--- src/rtl/alu_pkg.sv ---
// Shared ALU definitions: function-select codes, flag bit positions and the
// state encoding of the multiply sequencer that borrows the ALU.
package alu_pkg;

  localparam int ALU_W = 32;

  // Low nibble selects the operation; bit 4 selects 16-bit (0) or 32-bit (1).
  localparam logic [4:0] FS16_PASSA = 5'b00000;
  localparam logic [4:0] FS16_PASSB = 5'b00001;
  localparam logic [4:0] FS16_NOTA  = 5'b00010;
  localparam logic [4:0] FS16_NOTB  = 5'b00011;
  localparam logic [4:0] FS16_ADD   = 5'b00100;
  localparam logic [4:0] FS16_ADDC  = 5'b00101;
  localparam logic [4:0] FS16_SUB   = 5'b00110;
  localparam logic [4:0] FS16_AND   = 5'b00111;
  localparam logic [4:0] FS16_OR    = 5'b01000;
  localparam logic [4:0] FS16_XOR   = 5'b01001;
  localparam logic [4:0] FS16_NAND  = 5'b01010;
  localparam logic [4:0] FS16_LSL   = 5'b01011;
  localparam logic [4:0] FS16_LSR   = 5'b01100;
  localparam logic [4:0] FS16_ASR   = 5'b01101;
  localparam logic [4:0] FS16_CSL   = 5'b01110;
  localparam logic [4:0] FS16_CSR   = 5'b01111;
  localparam logic [4:0] FS_PASSA   = 5'b10000;
  localparam logic [4:0] FS_PASSB   = 5'b10001;
  localparam logic [4:0] FS_NOTA    = 5'b10010;
  localparam logic [4:0] FS_NOTB    = 5'b10011;
  localparam logic [4:0] FS_ADD     = 5'b10100;
  localparam logic [4:0] FS_ADDC    = 5'b10101;
  localparam logic [4:0] FS_SUB     = 5'b10110;
  localparam logic [4:0] FS_AND     = 5'b10111;
  localparam logic [4:0] FS_OR      = 5'b11000;
  localparam logic [4:0] FS_XOR     = 5'b11001;
  localparam logic [4:0] FS_NAND    = 5'b11010;
  localparam logic [4:0] FS_LSL     = 5'b11011;
  localparam logic [4:0] FS_LSR     = 5'b11100;
  localparam logic [4:0] FS_ASR     = 5'b11101;
  localparam logic [4:0] FS_CSL     = 5'b11110;
  localparam logic [4:0] FS_CSR     = 5'b11111;

  // Idle FunSel value driven when the sequencer does not own the ALU.
  localparam logic [4:0] FS_NONE    = 5'b00000;

  // Bit positions inside the ALU flag register.
  localparam int FLAG_Z = 3;
  localparam int FLAG_C = 2;
  localparam int FLAG_N = 1;
  localparam int FLAG_O = 0;

  typedef enum logic [2:0] {
    IDLE  = 3'd0,
    ADD   = 3'd1,
    SHIFT = 3'd2,
    FLAGS = 3'd3,
    DONE  = 3'd4
  } mul_state_e;

endpackage

--- src/rtl/alu_mul_sequencer.sv ---
// Shift-and-add multiplier controller. Owns no arithmetic of its own: every
// add and every multiplicand shift goes through the shared ALU. The flag
// register is written once, in FLAGS, with the Z/N of the final product.
module alu_mul_sequencer #(
  parameter int         DATA_W   = alu_pkg::ALU_W,
  parameter int         OP_W     = 16,
  parameter logic [4:0] FS_PASSA = alu_pkg::FS_PASSA,
  parameter logic [4:0] FS_ADD   = alu_pkg::FS_ADD,
  parameter logic [4:0] FS_LSL   = alu_pkg::FS_LSL
) (
  input  logic              Clock,
  input  logic              Reset,
  input  logic              Start,
  input  logic [OP_W-1:0]   OpA,
  input  logic [OP_W-1:0]   OpB,
  output logic              Ready,
  output logic              Done,
  output logic [DATA_W-1:0] Product,
  output logic [DATA_W-1:0] ALU_A,
  output logic [DATA_W-1:0] ALU_B,
  output logic [4:0]        ALU_FunSel,
  output logic              ALU_WF,
  input  logic [DATA_W-1:0] ALU_Out
);

  import alu_pkg::*;

  mul_state_e        state, state_nxt;
  logic [DATA_W-1:0] prod;    // running partial product
  logic [DATA_W-1:0] mcand;   // multiplicand, shifted left once per SHIFT
  logic [OP_W-1:0]   mplier;  // remaining multiplier bits, LSB = current bit
  logic [OP_W-1:0]   mplier_shr;

  assign mplier_shr = mplier >> 1;

  assign Ready = (state == IDLE);
  assign Done  = (state == DONE);

  // Next-state decode and Moore ALU drive from state and working registers.
  always_comb begin
    // NOTE: every output gets a default first so no path through the case
    // leaves a signal unassigned, which would infer a latch.
    state_nxt  = state;
    ALU_A      = '0;
    ALU_B      = '0;
    ALU_FunSel = FS_NONE;
    ALU_WF     = 1'b0;
    case (state)
      IDLE: begin
        if (Start) begin
          if (OpB == '0)   state_nxt = FLAGS;
          else if (OpB[0]) state_nxt = ADD;
          else             state_nxt = SHIFT;
        end
      end
      ADD: begin
        ALU_A      = prod;
        ALU_B      = mcand;
        ALU_FunSel = FS_ADD;
        state_nxt  = SHIFT;
      end
      SHIFT: begin
        ALU_A      = mcand;
        ALU_FunSel = FS_LSL;
        // Look one bit ahead: leave as soon as no set bits remain.
        if (mplier_shr == '0) state_nxt = FLAGS;
        else if (mplier[1])   state_nxt = ADD;
        else                  state_nxt = SHIFT;
      end
      FLAGS: begin
        ALU_A      = prod;
        ALU_FunSel = FS_PASSA;
        ALU_WF     = 1'b1;
        state_nxt  = DONE;
      end
      DONE:    state_nxt = IDLE;
      default: state_nxt = IDLE;
    endcase
  end

  // State register; reset aborts any operation straight back to IDLE.
  always_ff @(posedge Clock or posedge Reset) begin
    // NOTE: sequential state is assigned with <= so every register samples
    // the pre-edge values, independent of statement order.
    if (Reset) state <= IDLE;
    else       state <= state_nxt;
  end

  // Working registers load from operands or from the ALU result per step.
  always_ff @(posedge Clock or posedge Reset) begin
    if (Reset) begin
      prod    <= '0;
      mcand   <= '0;
      mplier  <= '0;
      Product <= '0;
    end else begin
      case (state)
        IDLE: begin
          if (Start) begin
            prod   <= '0;
            mcand  <= {{(DATA_W-OP_W){1'b0}}, OpA};
            mplier <= OpB;
          end
        end
        ADD:   prod <= ALU_Out;
        SHIFT: begin
          mcand  <= ALU_Out;
          mplier <= mplier_shr;
        end
        FLAGS:   Product <= ALU_Out;
        default: ;
      endcase
    end
  end

endmodule

--- config.mk ---
export PLATFORM = sky130hd
export DESIGN_NAME = alu_mul_sequencer
export DESIGN_NICKNAME = d
export VERILOG_FILES = /design/src/rtl/alu_pkg.sv /design/src/rtl/alu_mul_sequencer.sv
export SDC_FILE = /design/constraint.sdc
export NUM_CORES = 1
export LEC_CHECK = 0
export ABC_AREA = 1
export BUFFER_PORTS_ARGS = -buffer_cell sky130_fd_sc_hd__buf_2
export CAP_MARGIN = 15
export CORE_UTILIZATION = 52
export CTS_BUF_LIST = sky130_fd_sc_hd__clkbuf_2
export DETAILED_ROUTE_END_ITERATION = 6
export GPL_ROUTABILITY_DRIVEN = 0
export PLACE_DENSITY = 0.79
export SYNTH_ARGS = -nofsm -noshare
export SYNTH_HDL_FRONTEND = slang
export SYNTH_SLANG_ARGS = --single-unit
--- constraint.sdc ---
create_clock -name Clock -period 3.95 [get_ports Clock]
set_input_delay 0.1975 -clock Clock [delete_from_list [all_inputs] [get_ports Clock]]
set_output_delay 0.1975 -clock Clock [all_outputs]
set_load 0.01 [all_outputs]
# After elaboration in Yosys (flattened, before gate mapping)
# Index checks and enable logic that the tools add are counted.
totals:
  reg_bits: 115
  latchBits: 0
  mem_bits_rw: 0
  romBits: 0
  in_bits: 67
  output_inout_bits: 104
  wordCells: 34
  n_memories: 0
classes:
  n_addsub: 0
  n_mul: 0
  n_div: 0
  n_lt_le_gt_ge: 0
  n_eq_ne: 5
  shifts: 0
  n_mux: 16
  bitwise_logic: 0
  n_reduce_logical: 8
ops:
  columns: ["cell", "count"]
  rows:
  - ["$pmux 32 s2", 3]
  - ["$mux 32", 3]
  - ["$logic_not 16->1", 2]
  - ["$pmux 16 s2", 1]
  - ["$mux 16", 1]
  - ["$pmux 5 s3", 1]
  - ["$pmux 3 s4", 1]
  - ["$mux 2", 4]
  - ["$eq 3x2->1 const B", 2]
  - ["$reduce_and 2->1", 2]
  - ["$reduce_bool 2->1", 2]
  - ["$eq 3x1->1 const B", 1]
  - ["$eq 3x3->1 const B", 1]
  - ["$logic_not 3->1", 1]
  - ["$mux 3", 1]
  - ["$ne 2x2->1 const B", 1]
  - ["$reduce_or 2->1", 1]
  - ["$mux 1", 1]

# Depth between registers and ports, before layout
logic_depth:
  word_depth: 4
  ltp_mapped: 8

# Worst setup path before layout
# OpenSTA, ideal clock, no wires.
synth_timing:
  path_type: "register to output"
  startpoint: "reg state[2]"
  endpoint: "out ALU_A[10]"
  t_arrival_ps: 1179
  required_ps: 3753
  path_slack_ps: 2574
  stages_incl_launch_ff: 6
  path_buffers: 2
  cell_sequence: "dfrtp_1 -> nor2_2 -> nand2_2 -> buf_2 -> buf_2 -> o22ai_1"
synth_between:
  elab_chain_cells: 3
  elab_cells_between_ends: 5
synth_lines:
  columns: ["item", "line", "source"]
  rows:
  - ["start: declaration", "alu_mul_sequencer.sv:28", "mul_state_e state, state_nxt;"]
  - ["start signal: assignment", "alu_mul_sequencer.sv:86", "else state <= state_nxt;"]
  - ["$eq 3x1->1 or $eq 3x2->1 (tied branches)", "alu_mul_sequencer.sv:48", "case (state)"]
  - ["$reduce_or 2->1 (no line)", null, null]
  - ["$pmux 32 s2 (*)", "alu_mul_sequencer.sv:48", null]
  - ["end: declaration", "alu_mul_sequencer.sv:19", "output logic [DATA_W-1:0] ALU_A,"]
# Mark *: on every way between the ends. The rest lies on a longest branch, timed or not.

# Worst setup path in the final report
layout_timing:
  startpoint: "reg state[0]"
  endpoint: "reg mcand[13]"
layout_between:
  elab_chain_cells: 3
  elab_cells_between_ends: 6
layout_lines:
  columns: ["item", "line", "source"]
  rows:
  - ["$eq 3x2->1 or $logic_not 3->1 (tied branches)", "alu_mul_sequencer.sv:97", "case (state)"]
  - ["$reduce_bool 2->1 (no line) or $ne 2x2->1 (tied branches)", null, null]
  - ["$reduce_and 2->1 (no line)", null, null]
  - ["end signal: assignment", "alu_mul_sequencer.sv:101", "mcand <= {{(DATA_W-OP_W){1'b0}}, OpA};"]
  - ["end signal: assignment", "alu_mul_sequencer.sv:107", "mcand <= ALU_Out;"]
  - ["end: declaration", "alu_mul_sequencer.sv:30", "logic [DATA_W-1:0] mcand;"]
# Several ways; a longest one is shown, not always the timed one.
# A chain may end at the register's enable or synchronous reset.

==> metrics <==
Final Util=about 74%; highest clock rate=approximately 310 MHz; syn_area_per_cell=slightly below 9 um^2; diode count=0; PostCTS Resize Cnt=0; Starting Density=between 50% and 60%; die width=approximately 100 um; area grow syn2layout=37.6%; period utilization=81.7%; clk slew on worst S/H paths=0.18 ns; sequential share of power=between 30% and 40%; clk_lat worst skew=0.60 ns; FF+latch count, synth=114; cts bufs inserted=17; clock buffer depth=2; CTS tree=yes; Hold Crit Class=primary input to async pin; Slew HR=between 40% and 50%; WL met1=approximately 5800 um; Clock Sinks=114; port bufs=170; fraction of layout cells with a size suffix above 1=28.2%; drt pass-1 iters=5; GR Overflow Total=0; Final Max Tran Viols=0; post-synth net total=roughly 640; wire per inst=15.5 um; Ports=between 150 and 200; met3 wire length=968 um; combinational fraction of design power=48.8%; Net Switching=between 0.002 and 0.0025 W; Static Leak=3.66 nW; Final Hold Viols=0; DRC violations left=0; Post-CTS Hold Buffers=71; sw frac=a little over two fifths; YS warnings=0; Tot Pwr=0.00533 W; Worst VDD drop=0.000455 V; Synth Cell Area=between 5000 and 6000 um^2; minimum clock period=between 3 and 4 ns; crit-path max FO=31; core area=around 9300 um^2; die footprint=10000 um^2; final net count=865; sequential share of the synthesized area=between 50 and 60%; via count=roughly 5000; met2 WL=approximately 7300 um; Final Setup Violations=0; Total GRT Usage=29.7%; P_int=0.00306 W; Iter 0 DRT Violations=roughly 370; outcome=finished clean; # Post-CTS Setup Buffers=0; dpl hpwl=around 8500 um; final setup TNS=0 ns; Worst setup EP type=register; CTS Root Buffer Type=clkbuf_2; Rows=35; # H-tree levels=4; largest net degree at the start of global routing=between 60 and 70; Yosys cell types=21; Clk network pwr share=roughly 16%; pwr/cell area=774 nW/um^2; Worst Path Required=4.45 ns; most frequent cells in the layout=buf_2 (170), dfrtp_1 (114), inv_1 (104), o22ai_1 (104), nor2_1 (78); Die Ht=approximately 100 um; RSZ-0062 raised after global routing=no; commonest non-fill, non-tap cell in the layout=buf_2; Antenna Nets Post-Route=0; first-pass GRT wire length=about 23000 um; Post-synth top flop=dfrtp_1; vias in the first global route=4933; cell count after synthesis=around 570; Crit Path Class=register to register; CP Launch Type=register; Max Clock Skew=slightly above 0.02 ns; vias per cell=between 5 and 6; EDFF count, synth=0; Async SR Flop Fraction=100%; initial antenna violation count=0; DRT Wirelength=~15000 um; Top Layer Used=met4; Data arrival, critical path=3.73 ns; Slew @ Worst Pin=between 0.8 and 0.9 ns; MaxCap Viol Count=0
## power by group through the flow
stage / Clock [W] / Combinational, W / Sequential, W
5_1_grt: 0.000888 / 0.00286 / 0.00195
3_5_place_dp: 0 / 0.00235 / 0.00192
4_1_cts: 0.000849 / 0.00250 / 0.00189
6_report: 0.000831 / 0.00260 / 0.00190
3_3_place_gp: 0 / 0.00228 / 0.00189
2_1_floorplan: 0 / 0.00156 / 0.00195
## synthesized netlist by cell type (4+ instances only)
master / instances / area (um^2)
o22ai_1: 104 / 651
o21ai_0: 37 / 185
nor2_1: 78 / 293
a22oi_1: 6 / 45.0
a21oi_2: 10 / 87.6
buf_4: 6 / 45.0
inv_1: 105 / 394
clkbuf_1: 5 / 18.8
o21ai_1: 4 / 20.0
buf_1: 9 / 33.8
buf_2: 16 / 80.1
dfrtp_1: 114 / 2850
nand2_1: 58 / 218
inv_2: 4 / 15.0
## worst max-delay path, cell delays in order (launching register included)
cell	delay, ns
dfrtp_1	0.51
inv_2	0.07
nand2_1	0.10
inv_2	0.06
nand2_2	0.48
nand2_2	0.56
inv_2	0.56
a22oi_1	0.19
dlygate4sd3_1	0.60
## final timing paths
check | endpoint | startpoint | slack (ns) | depth (start not counted)
worst max-delay path | mcand[13] | state[0] | 0.72 | 8
worst min-delay path | Product[25] | Reset | 0.15 | 3
worst min register to register | Product[18] | Product[18] | 0.50 | 2
max in group asynchronous | prod[2] | Reset | 2.77 | 4
min in group Clock | mplier[9] | OpB[9] | 0.40 | 4
worst max register to register | mcand[13] | state[0] | 0.72 | 8
## registers in the layout, summed over array words and instances (netlist names)
register,cells
mplier,15
prod,32
mcand,32
Product,32
state,3
## per-layer routing
layer  GRT usage [%]  vias to the layer above
li1                -                     2329
met1            36.7                     2376
met2            50.1                      253
met3            6.34                       38
met4            14.0                        0
met5               0                        -
## through the flow
stage                     area, um^2  hold WS, ns  cells  worst slack [ns]
after floorplan                 5010        0.347    568             0.737
after global placement          5880        0.260    835              1.45
after detailed placement        5880        0.273    835              1.35
after CTS                       6840        0.114    936             0.793
after global routing            6890        0.150    938             0.529
final                           6890        0.152    938             0.724
## cell families after synthesis
group                  Yosys count  synth area share (%)
AND/OR/NAND/NOR                143                  11.0
buffers and inverters          147                  12.0
AO/OA/AOI/OAI                  164                  20.0
flip-flops                     114                  56.9
## layout make-up
class / instances / area, um^2
sequential: 114 / 2850
tap: 129 / 161
fill: 677 / 2390
clock buffer: 18 / 90.1
timing repair buffer: 248 / 1650
multi-input combinational: 307 / 1560
clock inverter: 12 / 165
inverter: 110 / 415
Note: power is estimated with default switching activity, not from simulation.
